**src/rtl/alu_reg_seq_if.sv**
```systemverilog
// Request and MIPS_REG port bundle for the ALU register sequencer.
// The master side issues requests and models the register file; the slave side is the sequencer.
interface alu_reg_seq_if;
    logic        Start;
    logic [4:0]  Rs;
    logic [4:0]  Rt;
    logic [4:0]  Rd;
    logic [2:0]  ALU_OP;
    logic [4:0]  R_Addr_A;
    logic [4:0]  R_Addr_B;
    logic [31:0] R_Data_A;
    logic [31:0] R_Data_B;
    logic [4:0]  W_Addr;
    logic [31:0] W_Data;
    logic        Write_Reg;
    logic [31:0] Result;
    logic        ZF;
    logic        OF;
    logic        Busy;
    logic        Done;

    modport master (
        output Start, Rs, Rt, Rd, ALU_OP, R_Data_A, R_Data_B,
        input  R_Addr_A, R_Addr_B, W_Addr, W_Data, Write_Reg, Result, ZF, OF, Busy, Done
    );

    modport slave (
        input  Start, Rs, Rt, Rd, ALU_OP, R_Data_A, R_Data_B,
        output R_Addr_A, R_Addr_B, W_Addr, W_Data, Write_Reg, Result, ZF, OF, Busy, Done
    );
endinterface

```
**src/rtl/alu_reg_seq.sv**
```systemverilog
// Runs one register-to-register ALU operation per request: read, execute, write back.
// state | meaning
// IDLE  | waiting for Start; request fields captured on accept
// READ  | read ports driven from captured Rs/Rt; operands latched at edge
// EXEC  | ALU evaluates latched operands; Result/ZF/OF latched at edge
// WB    | write port presents Rd/Result; Done high, Write_Reg high unless Rd == 0
module alu_reg_seq (
    input  logic         Clk,
    input  logic         Reset,
    alu_reg_seq_if.slave bus
);
    localparam logic [1:0] ST_IDLE = 2'd0;
    localparam logic [1:0] ST_READ = 2'd1;
    localparam logic [1:0] ST_EXEC = 2'd2;
    localparam logic [1:0] ST_WB   = 2'd3;

    logic [1:0]  state_q, state_d;
    logic [4:0]  rs_q, rs_d;
    logic [4:0]  rt_q, rt_d;
    logic [4:0]  rd_q, rd_d;
    logic [2:0]  op_q, op_d;
    logic [31:0] a_q, a_d;
    logic [31:0] b_q, b_d;
    logic [31:0] result_q, result_d;
    logic        zf_q, zf_d;
    logic        of_q, of_d;

    logic [31:0] sum;
    logic [31:0] diff;
    logic [31:0] alu_res;
    logic        alu_of;

    always_comb begin
        sum     = a_q + b_q;
        diff    = a_q - b_q;
        alu_res = 32'd0;
        alu_of  = 1'b0;
        case (op_q)
            3'b000: alu_res = a_q & b_q;
            3'b001: alu_res = a_q | b_q;
            3'b010: alu_res = a_q ^ b_q;
            3'b011: alu_res = ~(a_q | b_q);
            3'b100: begin
                alu_res = sum;
                alu_of  = (a_q[31] == b_q[31]) && (sum[31] != a_q[31]);
            end
            3'b101: begin
                alu_res = diff;
                alu_of  = (a_q[31] != b_q[31]) && (diff[31] != a_q[31]);
            end
            3'b110: alu_res = {31'd0, ($signed(a_q) < $signed(b_q))};
            3'b111: alu_res = b_q << a_q[4:0];
            default: alu_res = 32'd0;
        endcase
    end

    always_comb begin
        state_d  = state_q;
        rs_d     = rs_q;
        rt_d     = rt_q;
        rd_d     = rd_q;
        op_d     = op_q;
        a_d      = a_q;
        b_d      = b_q;
        result_d = result_q;
        zf_d     = zf_q;
        of_d     = of_q;
        case (state_q)
            ST_IDLE: begin
                if (bus.Start) begin
                    rs_d    = bus.Rs;
                    rt_d    = bus.Rt;
                    rd_d    = bus.Rd;
                    op_d    = bus.ALU_OP;
                    state_d = ST_READ;
                end
            end
            ST_READ: begin
                a_d     = bus.R_Data_A;
                b_d     = bus.R_Data_B;
                state_d = ST_EXEC;
            end
            ST_EXEC: begin
                result_d = alu_res;
                zf_d     = (alu_res == 32'd0);
                of_d     = alu_of;
                state_d  = ST_WB;
            end
            ST_WB:   state_d = ST_IDLE;
            default: state_d = ST_IDLE;
        endcase
    end

    always_ff @(posedge Clk or posedge Reset) begin
        if (Reset) begin
            state_q  <= ST_IDLE;
            rs_q     <= 5'd0;
            rt_q     <= 5'd0;
            rd_q     <= 5'd0;
            op_q     <= 3'd0;
            a_q      <= 32'd0;
            b_q      <= 32'd0;
            result_q <= 32'd0;
            zf_q     <= 1'b0;
            of_q     <= 1'b0;
        end else begin
            state_q  <= state_d;
            rs_q     <= rs_d;
            rt_q     <= rt_d;
            rd_q     <= rd_d;
            op_q     <= op_d;
            a_q      <= a_d;
            b_q      <= b_d;
            result_q <= result_d;
            zf_q     <= zf_d;
            of_q     <= of_d;
        end
    end

    // Write enable is decoded from state so an async reset drops it in the same cycle.
    assign bus.R_Addr_A  = rs_q;
    assign bus.R_Addr_B  = rt_q;
    assign bus.W_Addr    = rd_q;
    assign bus.W_Data    = result_q;
    assign bus.Result    = result_q;
    assign bus.ZF        = zf_q;
    assign bus.OF        = of_q;
    assign bus.Busy      = (state_q != ST_IDLE);
    assign bus.Done      = (state_q == ST_WB);
    assign bus.Write_Reg = (state_q == ST_WB) && (rd_q != 5'd0);
endmodule

```
**src/flat_wrapper.sv**
```systemverilog
// flat-port wrapper written by rule: the top's interface ports become plain ports
module alu_reg_seq_flat 
  (Clk, Reset, bus_Start, bus_Rs, bus_Rt, bus_Rd, bus_ALU_OP, bus_R_Data_A, bus_R_Data_B, bus_R_Addr_A, bus_R_Addr_B, bus_W_Addr, bus_W_Data, bus_Write_Reg, bus_Result, bus_ZF, bus_OF, bus_Busy, bus_Done);
  alu_reg_seq_if bus_i ();
  input  logic Clk;
  input  logic Reset;
  input wire logic [$bits(bus_i.Start)-1:0] bus_Start;
  input wire logic [$bits(bus_i.Rs)-1:0] bus_Rs;
  input wire logic [$bits(bus_i.Rt)-1:0] bus_Rt;
  input wire logic [$bits(bus_i.Rd)-1:0] bus_Rd;
  input wire logic [$bits(bus_i.ALU_OP)-1:0] bus_ALU_OP;
  input wire logic [$bits(bus_i.R_Data_A)-1:0] bus_R_Data_A;
  input wire logic [$bits(bus_i.R_Data_B)-1:0] bus_R_Data_B;
  output wire logic [$bits(bus_i.R_Addr_A)-1:0] bus_R_Addr_A;
  output wire logic [$bits(bus_i.R_Addr_B)-1:0] bus_R_Addr_B;
  output wire logic [$bits(bus_i.W_Addr)-1:0] bus_W_Addr;
  output wire logic [$bits(bus_i.W_Data)-1:0] bus_W_Data;
  output wire logic [$bits(bus_i.Write_Reg)-1:0] bus_Write_Reg;
  output wire logic [$bits(bus_i.Result)-1:0] bus_Result;
  output wire logic [$bits(bus_i.ZF)-1:0] bus_ZF;
  output wire logic [$bits(bus_i.OF)-1:0] bus_OF;
  output wire logic [$bits(bus_i.Busy)-1:0] bus_Busy;
  output wire logic [$bits(bus_i.Done)-1:0] bus_Done;
  assign bus_i.Start = bus_Start;
  assign bus_i.Rs = bus_Rs;
  assign bus_i.Rt = bus_Rt;
  assign bus_i.Rd = bus_Rd;
  assign bus_i.ALU_OP = bus_ALU_OP;
  assign bus_i.R_Data_A = bus_R_Data_A;
  assign bus_i.R_Data_B = bus_R_Data_B;
  assign bus_R_Addr_A = bus_i.R_Addr_A;
  assign bus_R_Addr_B = bus_i.R_Addr_B;
  assign bus_W_Addr = bus_i.W_Addr;
  assign bus_W_Data = bus_i.W_Data;
  assign bus_Write_Reg = bus_i.Write_Reg;
  assign bus_Result = bus_i.Result;
  assign bus_ZF = bus_i.ZF;
  assign bus_OF = bus_i.OF;
  assign bus_Busy = bus_i.Busy;
  assign bus_Done = bus_i.Done;
  alu_reg_seq u_core (.Clk(Clk), .Reset(Reset), .bus(bus_i));
endmodule
```
**config.mk**
```make
export PLATFORM = sky130hd
export DESIGN_NAME = alu_reg_seq_flat
export DESIGN_NICKNAME = d
export VERILOG_FILES = /design/src/rtl/alu_reg_seq_if.sv /design/src/rtl/alu_reg_seq.sv /design/src/flat_wrapper.sv
export SDC_FILE = /design/constraint.sdc
export NUM_CORES = 1
export LEC_CHECK = 0
export ABC_AREA = 1
export CAP_MARGIN = 20
export CORE_MARGIN = 1
export CORE_UTILIZATION = 58
export CTS_CLUSTER_SIZE = 30
export DETAILED_ROUTE_END_ITERATION = 12
export GPL_TIMING_DRIVEN = 1
export PLACE_DENSITY = 0.83
export SLEW_MARGIN = 20
export SYNTH_ARGS = -nofsm -noshare
export SYNTH_HDL_FRONTEND = slang
export SYNTH_SLANG_ARGS = --single-unit
```
**constraint.sdc**
```tcl
create_clock -name Clk -period 4.1 [get_ports Clk]
set_input_delay 0.615 -clock Clk [delete_from_list [all_inputs] [get_ports Clk]]
set_output_delay 0.615 -clock Clk [all_outputs]
set_load 0.01 [all_outputs]
```
# Yosys cells after proc, flatten, opt, wreduce, memory -nomap -nowiden
# Cells that the tools add are included.
# word_totals
register_bits,118
latchBits,0
ramBits,0
mem_bits_ro,0
in_bits,85
out_inout_bits,84
wordCells,46
mem_count,0
# op_classes
add_sub_neg,2
n_mul,0
div,0
n_lt_le_gt_ge,1
n_eq_ne,15
shifts,1
mux,4
n_bitwise,4
n_reduce_logical,9
# op_table
operator,count
case mux 32 bit (8 select lines),1
adder 32 bit,1
AND 32 bit,1
logical NOT 32 bit,1
< comparator 32 bit,1
NOT 32 bit,1
OR 32 bit,1
left shift 32 x 5 -> 32 bit,1
subtractor 32 bit,1
XOR 32 bit,1
== test 3 bit (second input constant),4
case mux 2 bit (4 select lines),1
== test 3 x 2 -> 1 bit (second input constant),2
nonzero test 5 bit,1
== test 2 bit (second input constant),2
== test 3 x 1 -> 1 bit (second input constant),1
logical AND 1 bit,3
logical NOT 3 bit,1
!= test 1 bit,3
== test 2 x 1 -> 1 bit (second input constant),1
logical NOT 2 bit,1
2-to-1 mux 2 bit,1
!= test 2 bit (second input constant),1
case mux 1 bit (2 select lines),1
3 further kinds,3

# Depth between registers and ports, before layout
# logic_depth
depth_word,4
mapped_depth,24
mapped_depth_nobuf,22

# Worst setup path before layout
# OpenSTA, ideal clock, no wires.
# synth_path
path_type,register -> register
from,register u_core.a_q[3]
to,"register u_core.zf_q, in the netlist u_core.bus.ZF"
setup_ns,0.066
arrival_ns,2.618
slack_ns,1.416
stages_incl_launch_ff,23
path_buffers,3
synth_period_minus_slack_ns,2.684
path_cell_list,dfrtp_1 > clkbuf_1 > inv_2 > buf_1 > ha_1 > buf_2 > nor2_1 > nand3_1 > nand3_1 > nand2_1 > nand2_1 > nand2_1 > nand2_1 > nand2_1 > nand3_1 > nand3b_1 > nand2_1 > nand2_1 > nor2_1 > nand2_1 > nor2_1 > nand3_1 > nand2_1
# synth_via
elab_chain_cells,4
elab_cells_between_ends,10
# synth_lines
element,line,source
"start, declared",alu_reg_seq.sv:22,"logic [31:0] a_q, a_d;"
"start signal, assigned",alu_reg_seq.sv:101,a_q <= 32'd0;
"start signal, assigned",alu_reg_seq.sv:112,a_q <= a_d;
"parallel branches: the longest is 2 deep, another holds subtractor 32 bit",--,
case mux 32 bit (8 select lines) *,alu_reg_seq.sv:38,case (op_q)
logical NOT 32 bit *,alu_reg_seq.sv:85,zf_d = (alu_res == 32'd0);
"end signal, assigned",alu_reg_seq.sv:115,zf_q <= zf_d;
"end, declared",alu_reg_seq.sv:25,"logic zf_q, zf_d;"
# Every way passes the cells marked *.
# A chain may end at the register's enable or synchronous reset.

# Final worst setup path
# layout_path
from,register u_core.a_q[0]
to,"register u_core.zf_q, in the netlist u_core.bus.ZF"
# The elaborated chain is that of the path after synthesis.

==> flow_summary.json <==
{
  "final_nets": 2444,
  "ios": 169,
  "remaining_drc_errors": 0,
  "grt_first_pass_wirelength_microns": 81050,
  "ys_async_sr_fraction_pct": 100.0,
  "fill_cells": 1976,
  "ctsResizeCount": 0,
  "fin_crit_sh_pct": 92.23,
  "core_area_sq_mm": 0.02189,
  "worstReg2RegEnd": "u_core.bus.ZF",
  "final_layout_size_suffix_gt1_share_pct": 4.110,
  "synth_seq_cells": 118,
  "clk_pin_slew_ps": 80,
  "multiInputGateArea_sq_mm": 0.008344,
  "wire_per_inst_microns": 21.50,
  "portBuffers": 168,
  "finalHoldViolCount": 0,
  "maxSlewViolCount": 0,
  "fmax_ghz": 0.2644,
  "tritoncts": "yes",
  "ys.flop_type": "dfrtp_1",
  "ys_types": 41,
  "syn_area_sq_mm": 0.01298,
  "ant_nets": 0,
  "drt_pass1_iterations": 8,
  "clock_latency_ps": 460,
  "rsz0062_at_grt": "no",
  "area_delta_synth_final_pct": 16.67,
  "maxCapViolCount": 0,
  "cts_buffers": 17,
  "tightest_slew_ps": 924.2,
  "finalWirelength_microns": 54680,
  "cts.sinks": 118,
  "synth_edf_count": 0,
  "path_max_fanout": 6,
  "vias_per_cell": 6.226,
  "min_period_ps": 3782,
  "grt_max_degree": 97,
  "final_common_cell": "nand2_1",
  "maxSlewHeadroom_pct": 38.23,
  "hold_end": "u_core.bus.ZF",
  "grt_use_total_pct": 48.02,
  "min-delay-start": "u_core.bus.ZF",
  "cts_hold_buf": 0,
  "cts_buffer_depth": 2,
  "regArea_sq_mm": 0.002953,
  "hold_path_depth": 2,
  "skew_ps": 23.61,
  "die_w_microns": 151.6,
  "first_iter_violations": 2457,
  "status": "completed",
  "end_kind": "register",
  "grt_overflow_total": 0,
  "setup_viol": 0,
  "post_cts_buffers": 0,
  "r2r_cells": 18,
  "die_area_sq_mm": 0.02299,
  "r2r_start": "u_core.a_q[0]",
  "vias": 15830,
  "critPathRequiredTime_ps": 4490,
  "avgSynthCellArea_sq_um": 5.995,
  "hold_path_class": "register to register",
  "htreeDepth": 4,
  "worstPathArrival_ps": 4170,
  "critPathKind": "register to register",
  "syn-num-nets": 2360,
  "antenna_found_initial": 1,
  "rows": 54,
  "syn_inst": 2166,
  "place.gp.congestion": 1.109,
  "finalSetupTns_ps": 0,
  "synth_warnings": 0,
  "initial_core_util_pct": 59.32,
  "critPathLaunchType": "register",
  "first_global_vias": 14310,
  "root_buffer": "clkbuf_16",
  "die_y_microns": 151.6,
  "hpwl_microns": 42270,
  "n_antenna_cell": 0,
  "ys_seq_area_share_pct": 22.74,
  "reg2reg_slack_ps": 320,
  "final_cell_mix": "667 x nand2_1, 311 x nand3_1, 273 x inv_1, 186 x nor2_1, 168 x clkdlybuf4s50_1"
}
==> stage by stage <==
| stage | hold slack, ps | worst slack, ps | utilization [%] | std cells | instance area [sq um] |
|---|---|---|---|---|---|
| 2_1_floorplan | 515.7 | 355.9 | - | 2166 | 12990 |
| 3_3_place_gp | 482.5 | 541.5 | 66.57 | 2511 | 14570 |
| 3_5_place_dp | 464.4 | 626.0 | 66.57 | 2511 | 14570 |
| 4_1_cts | 481.8 | 578.2 | 69.20 | 2543 | 15150 |
| 5_1_grt | 506.3 | 244.7 | 69.20 | 2543 | 15150 |
| 6_report | 481.1 | 318.5 | 69.20 | 2543 | 15150 |
==> layer usage <==
metal  vias to the layer above  GRT usage, %  part of all wire [%]
met5                         -             0                     0
met2                      1284         71.42                    41
met4                         0         26.39                   6.5
met1                      7133         60.56                    37
met3                       293         16.68                    15
li1                       7122             -                     -
==> registers in the layout, indices dropped and copies added, names as in the netlist, 2 cells and up <==
name	cells
u_core.a_q	32
u_core.b_q	32
u_core.bus.Result	32
u_core.bus.R_Addr_A	5
u_core.bus.R_Addr_B	5
u_core.bus.W_Addr	5
u_core.op_q	3
u_core.state_q	2
==> synth_stat cells, types with 2 or more instances <==
| cell type | n | area share, % |
|---|---|---|
| o22ai_1 | 2 | 0.096 |
| a21oi_1 | 81 | 3.1 |
| inv_1 | 274 | 7.9 |
| o21bai_1 | 6 | 0.35 |
| o21ai_0 | 130 | 5.0 |
| buf_2 | 42 | 1.6 |
| buf_1 | 10 | 0.29 |
| fa_1 | 2 | 0.31 |
| o211ai_1 | 16 | 0.93 |
| a211oi_1 | 11 | 0.64 |
| nor2_1 | 188 | 5.4 |
| nand2_1 | 667 | 19 |
| and3_1 | 3 | 0.14 |
| nor3_1 | 12 | 0.46 |
| a31oi_1 | 3 | 0.14 |
| nor4_1 | 3 | 0.14 |
| nand3_1 | 311 | 12 |
| inv_2 | 7 | 0.20 |
| buf_4 | 34 | 2.0 |
| clkbuf_1 | 37 | 1.1 |
| nand3b_1 | 6 | 0.35 |
| a221oi_1 | 9 | 0.61 |
| a21o_1 | 2 | 0.12 |
| or2_2 | 14 | 0.67 |
| and2_1 | 5 | 0.24 |
| mux2_2 | 13 | 1.1 |
| nand4_1 | 40 | 1.9 |
| dfrtp_1 | 118 | 23 |
| ha_1 | 107 | 10 |
| nand3_2 | 2 | 0.15 |
==> cell families after synthesis <==
family          Yosys count  share of synthesized area (%)
compound gates          267                          11.45
xor+xnor                  2                         0.1349
mux                      13                          1.127
flops                   118                          22.74
buf+inv                 406                          13.13
simple gates           1251                          40.80
fa+ha+maj               109                          10.62
==> worst max-delay path by stage <==
stage / startpoint / endpoint / slack (ps) / cells past startpoint
floorplan: Reset / u_core.a_q[0] / 360 / 1
global placement: u_core.a_q[0] / u_core.bus.ZF / 540 / 18
detailed placement: u_core.a_q[0] / u_core.bus.ZF / 630 / 18
CTS: u_core.a_q[0] / u_core.bus.ZF / 580 / 18
global route: u_core.a_q[0] / u_core.bus.ZF / 240 / 18
finish: u_core.a_q[0] / u_core.bus.ZF / 320 / 18
==> critical path, cell delays in order, from the launching register on <==
cell and delay [ps]:
dfrtp_1 660, ha_1 360, inv_1 110, fa_1 440
o21ai_0 370, nand2_1 120, inv_1 240, nand2_1 90
nand3_1 70, nand2_1 70, inv_1 50, nand4_1 240
nor2_1 200, nand3_1 140, nor2_1 120, nand3_1 80
nor2_1 190, nand3_1 90, nand2_1 60
==> final cells by class <==
cell class | instances | area share [%]
Multi-Input combinational cell | 1642 | 55.08
Clock buffer | 17 | 2.808
Timing Repair Buffer | 189 | 12.31
Clock inverter | 15 | 0.9993
Sequential cell | 118 | 19.49
Inverter | 282 | 7.004
Tap cell | 280 | 2.313
Power is not shown: default switching activity piles up to over one toggle a cycle in this logic, so the estimate is an artifact.
